## src/rtl/imm_pkg.sv

```systemverilog
// imm_pkg: shared immsrc encodings, occupancy states and XLEN check for the immediate generator
//   No ports; imported by imm_format_decode and imm_gen_pipe.
package imm_pkg;
    localparam logic [2:0] IMM_I   = 3'b000;
    localparam logic [2:0] IMM_S   = 3'b001;
    localparam logic [2:0] IMM_B   = 3'b010;
    localparam logic [2:0] IMM_J   = 3'b011;
    localparam logic [2:0] IMM_U   = 3'b100;
    localparam logic [2:0] IMM_CSR = 3'b101;

    typedef enum logic [1:0] {EMPTY, FULL1, FULL2} occ_t;

    function automatic bit xlen_legal(input int x);
        return x == 32 || x == 64;
    endfunction
endpackage

```

## src/rtl/imm_format_decode.sv

```systemverilog
// imm_format_decode: combinational immediate extraction and extension for all base formats
//   instr   in  32    raw instruction word (bits [31:7] used)
//   immsrc  in  3     format select
//   imm     out XLEN  extended immediate, 0 when illegal
//   illegal out 1     reserved or disabled immsrc
module imm_format_decode
    import imm_pkg::*;
#(
    parameter int XLEN        = 32,
    parameter bit EN_CSR_UIMM = 1'b1
) (
    input  logic [31:0]     instr,
    input  logic [2:0]      immsrc,
    output logic [XLEN-1:0] imm,
    output logic            illegal
);
    logic            s;
    logic            unused;
    logic [XLEN-1:0] imm_i, imm_s, imm_b, imm_j, imm_u, imm_c;

    assign s      = instr[31];
    assign unused = ^instr[6:0];
    assign imm_i  = {{(XLEN-11){s}}, instr[30:20]};
    assign imm_s  = {{(XLEN-11){s}}, instr[30:25], instr[11:7]};
    assign imm_b  = {{(XLEN-12){s}}, instr[7], instr[30:25], instr[11:8], 1'b0};
    assign imm_j  = {{(XLEN-20){s}}, instr[19:12], instr[20], instr[30:21], 1'b0};
    assign imm_u  = {{(XLEN-31){s}}, instr[30:12], 12'b0};
    assign imm_c  = {{(XLEN-5){1'b0}}, instr[19:15]};

    always_comb begin
        illegal = immsrc > IMM_CSR || (immsrc == IMM_CSR && !EN_CSR_UIMM);
        imm     = illegal           ? '0    :
                  immsrc == IMM_I   ? imm_i :
                  immsrc == IMM_S   ? imm_s :
                  immsrc == IMM_B   ? imm_b :
                  immsrc == IMM_J   ? imm_j :
                  immsrc == IMM_U   ? imm_u : imm_c;
    end
endmodule

```

## src/rtl/imm_gen_pipe.sv

```systemverilog
// imm_gen_pipe: registered immediate generator behind a valid/ready 2-entry skid buffer
//   clk, rst_n         clock (rising) and async active-low reset
//   flush              sync kill of all held entries and of the current input
//   in_valid/in_ready  upstream handshake; in_ready depends on state only
//   instr, immsrc      instruction word and format select
//   out_valid/out_ready downstream handshake
//   imm_out, imm_illegal extended immediate and illegal-format flag of the head entry
module imm_gen_pipe
    import imm_pkg::*;
#(
    parameter int XLEN        = 32,
    parameter bit EN_CSR_UIMM = 1'b1
) (
    input  logic            clk,
    input  logic            rst_n,
    input  logic            flush,
    input  logic            in_valid,
    output logic            in_ready,
    input  logic [31:0]     instr,
    input  logic [2:0]      immsrc,
    output logic            out_valid,
    input  logic            out_ready,
    output logic [XLEN-1:0] imm_out,
    output logic            imm_illegal
);
    if (!xlen_legal(XLEN)) begin : g_bad_xlen
        $error("imm_gen_pipe: XLEN must be 32 or 64");
    end

    occ_t            state, state_nx;
    logic [XLEN-1:0] dec_imm, m_imm, k_imm;
    logic            dec_ill, m_ill, k_ill;
    logic            push, pop, load_new;

    imm_format_decode #(.XLEN(XLEN), .EN_CSR_UIMM(EN_CSR_UIMM)) u_dec (
        .instr   (instr),
        .immsrc  (immsrc),
        .imm     (dec_imm),
        .illegal (dec_ill)
    );

    assign push     = in_valid && in_ready;
    assign pop      = out_valid && out_ready;
    // M takes a fresh entry when empty or when its current entry leaves this cycle
    assign load_new = push && (state == EMPTY || pop);

    always_ff @(posedge clk or negedge rst_n) begin
        if (!rst_n) state <= EMPTY;
        else        state <= state_nx;
    end

    always_comb begin
        state_nx = flush           ? EMPTY :
                   state == EMPTY  ? (push ? FULL1 : EMPTY) :
                   state == FULL1  ? (push && !pop ? FULL2 : (pop && !push ? EMPTY : FULL1)) :
                                     (pop ? FULL1 : FULL2);
    end

    always_comb begin
        out_valid   = state != EMPTY;
        in_ready    = rst_n && state != FULL2;
        imm_out     = m_imm;
        imm_illegal = m_ill;
    end

    always_ff @(posedge clk or negedge rst_n) begin
        if (!rst_n) begin
            m_imm <= '0;
            m_ill <= 1'b0;
            k_imm <= '0;
            k_ill <= 1'b0;
        end else if (!flush) begin
            if (load_new) begin
                m_imm <= dec_imm;
                m_ill <= dec_ill;
            end else if (state == FULL2 && pop) begin
                m_imm <= k_imm;
                m_ill <= k_ill;
            end
            if (state == FULL1 && push && !pop) begin
                k_imm <= dec_imm;
                k_ill <= dec_ill;
            end
        end
    end
endmodule
```

## config.mk

```make
export PLATFORM = sky130hd
export DESIGN_NAME = imm_gen_pipe
export DESIGN_NICKNAME = d
export VERILOG_FILES = /design/src/rtl/imm_pkg.sv /design/src/rtl/imm_format_decode.sv /design/src/rtl/imm_gen_pipe.sv
export SDC_FILE = /design/constraint.sdc
export NUM_CORES = 1
export LEC_CHECK = 0
export CAP_MARGIN = 20
export CORE_MARGIN = 2
export CORE_UTILIZATION = 31
export DETAILED_ROUTE_END_ITERATION = 7
export GPL_TIMING_DRIVEN = 0
export PLACE_DENSITY = 0.56
export SYNTH_ARGS = -nofsm -noshare
export SYNTH_HDL_FRONTEND = slang
export SYNTH_SLANG_ARGS = --single-unit
```

## constraint.sdc

```tcl
create_clock -name clk -period 5.6 [get_ports clk]
set_clock_uncertainty 0.05 [all_clocks]
set_input_delay 1.12 -clock clk [delete_from_list [all_inputs] [get_ports clk]]
set_output_delay 1.12 -clock clk [all_outputs]
set_load 0.01 [all_outputs]
```

==> results.md <==
* Status: finished, final reports clean
* Final instance area at 0.00447 mm²
* Overflow after GRT at 0
* Static Leak at between 1.5 and 2 nW
* Clk sinks at between 60 and 70
* Post-Syn Area at roughly 0.0034 mm²
* Clock power share at 0.326
* Syn avg cell area at 9.84 µm²
* I/O Buffers at 64
* Kind of start point of the critical path: primary input
* Post_cts resized at 0
* Part of the power in combinational logic at 0.239
* Clock Path Buffers at 2
* # rows at 38
* Dpl cells at roughly 550
* Minimum clock period at 3720 ps
* Crit. End Element: primary output
* Sw Ratio at 0.290
* Wire length of the first global-routing pass at 15600 µm
* Cts bufs inserted at 9
* Final core occ at 0.413
* Worst min path class: flip-flop to flip-flop
* Die X at 109 µm
* Vias per cell at around 5.2
* Syn Inst Count at 349
* DR pass1 iterations at 6
* Via count at roughly 3000
* Setup CP Type: primary input to primary output
* Yosys warns at 0
* CP Buf/Inv Count at 2
* CTS tree: yes
* Pwr Total at 0.00142 W
* Initial Util at 0.317
* GRT Total Usage at 0.175
* Final std cells w/o fill at 569
* Sequential Power Share at 0.434
* DP HPWL at 7030 µm
* Slew headroom at 0.394
* Unrepaired setup endpoints after global routing: false
* Commonest non-fill, non-tap cells in the layout: dfrtp_1, clkdlybuf4s50_1, nand2_1, o21ai_0, a21oi_1
* Setup Viol. Count Final at 0
* Slew @ Worst Pin at 909 ps
* Root buf cell: clkbuf_8
* Max stage delay cell, worst path: buf_4
* Clock latency at the later pin of the worst-skew pair at 350 ps
* Register area share after synthesis at 0.495
* Cts hold-fix bufs at 0
* Commonest non-fill, non-tap cell in the layout: dfrtp_1
* Final wirelength at 9930 µm
* Setup Buffers After CTS at 0
* Nets at 465
* Chip Height at 109 µm
* Area after DPL at ~0.0042 mm²
* CP required at 4430 ps
* DRC at 0
* Initial antenna violation count at 0
* Clock slew at reported path FFs at 70 ps
* # IOs at 75
* Peak supply drop at 152 µV
* Crit-path cells: buf_4 -> and2_1 -> clkdlybuf4s50_1
* Largest delay share family, worst path: buffers and inverters
* Final worst path period share at 0.664
* Total Die Area at 0.0119 mm²
* Synth unique cells at 42
* Pwr Density at 317 mW/mm²
* Layout cells sized above 1 at 0.128
* Placeable Area at 0.0108 mm²
* NetSw at 0.000411 W
* Area Overhead vs Synth at 30.2%
* Vias in the first global route at 2961
* Critical Path AT at 2550 ps
* Max_cap viols at 0
* Fin. max-slew vios at 0
* Largest net degree at the start of global routing at 73
* Setup_tns at 0 ps
* Highest clock rate at 0.269 GHz
* Inserted Diodes at 0
* DR WL/cell at 17.5 µm
* Yosys reg bits at 68
* Final RePlAce weighted congestion at 0.825
* CP Max Fanout at between 70 and 80
* Post-route ant nets at 0
* Syn Nets at slightly below 400
* Initial drt markers at around 210
* H-tree levels at 3
* P_int at 0.00100 W
* Crit path largest cell delay at 640 ps
* Final Hold Viols at 0
## state kept, by name, summed over array words and instances, names as in the netlist
name         flops
k_ill            1
k_imm           32
imm_illegal      1
state            2
imm_out         32
## power by group through the flow
stage	clock network (W)	logic, W	registers [W]
5_1_grt	0.000493	0.000374	0.000625
3_3_place_gp	0	0.000339	0.000623
2_1_floorplan	0	0.000144	0.000639
4_1_cts	0.000469	0.000344	0.000616
6_report	0.000462	0.000339	0.000615
3_5_place_dp	0	0.000343	0.000625
## synth_stat cells
cell type | instances | area [µm²]
a221oi_1 | 1 | 8.76
a21o_1 | 1 | 7.51
and3_1 | 1 | 6.26
dfrtp_1 | 68 | 1700
o221ai_1 | 8 | 70.1
nand2_1 | 55 | 206
o21ai_0 | 35 | 175
nand4bb_1 | 1 | 11.3
a21oi_1 | 29 | 145
o21ai_1 | 10 | 50.1
o22a_1 | 7 | 61.3
a31o_2 | 1 | 8.76
a211oi_1 | 1 | 7.51
buf_6 | 2 | 22.5
o22ai_1 | 8 | 50.1
xor2_4 | 1 | 27.5
clkbuf_1 | 13 | 48.8
and3b_1 | 1 | 8.76
inv_1 | 2 | 7.51
or3_1 | 4 | 25.0
o221a_2 | 4 | 45.0
nand3_1 | 3 | 15.0
nor2_1 | 5 | 18.8
mux2_1 | 1 | 11.3
nor2b_1 | 11 | 68.8
buf_2 | 10 | 50.1
o21a_1 | 10 | 75.1
nand2_2 | 1 | 6.26
mux2_2 | 11 | 124
nor3b_1 | 2 | 15.0
nor3_1 | 1 | 5.00
a22o_1 | 8 | 70.1
a31oi_2 | 1 | 12.5
nand3b_1 | 1 | 7.51
and2_1 | 3 | 18.8
nand2b_1 | 1 | 6.26
o2bb2ai_1 | 11 | 96.3
and2_2 | 1 | 7.51
mux2i_1 | 6 | 60.1
ha_1 | 1 | 12.5
buf_4 | 6 | 45.0
o31ai_1 | 2 | 15.0
## worst min-delay path: cells and delay by family (launching register included)
family / cells / cell delay [ps]
flip-flops: 1 / 340
AND/OR/NAND/NOR: 2 / 110
## path summary, 6_finish.rpt
check,cells past startpoint,start,endpoint,slack [ps]
hold / removal,2,k_imm[30],k_imm[30],430
max in group asynchronous,1,rst_n,imm_out[0],4060
hold reg to reg,2,k_imm[30],k_imm[30],430
setup reg to reg,7,state[1],state[0],3520
min in group asynchronous,1,rst_n,k_imm[9],790
setup / recovery,3,rst_n,in_ready,1880
## per-stage QoR
stage,hold slack (ps),setup WS [ps]
floorplan,393,3070
global placement,411,-440
detailed placement,411,1780
CTS,429,1780
global route,459,1690
finish,426,1880
## kinds of logic after synthesis
logic type	synth area share
AOI/OAI and AO/OA	0.261
and+or+nand+nor	0.124
DFF	0.495
buffers and inverters	0.0506
muxes	0.0568
xor gates and xnor gates	0.00801
adders and majority gates	0.00364
## per-layer routing
| metal | routed length (µm) | GRT usage |
|---|---|---|
| met2 | 4820 | 0.282 |
| met5 | 0 | 0 |
| met4 | 131 | 0.0533 |
| met1 | 4430 | 0.231 |
| met3 | 552 | 0.0442 |
## area by class of cell
class                           count  area, µm²
Inverter                            2       7.51
Clock inverter                      7       98.8
Buffer                             31        166
Tap cell                          140        175
Timing Repair Buffer               64        638
Multi-Input combinational cell    248       1560
Sequential cell                    68       1700
Fill cell                        1071       6370
Clock buffer                        9        124
(Power assumes the default switching activity.)
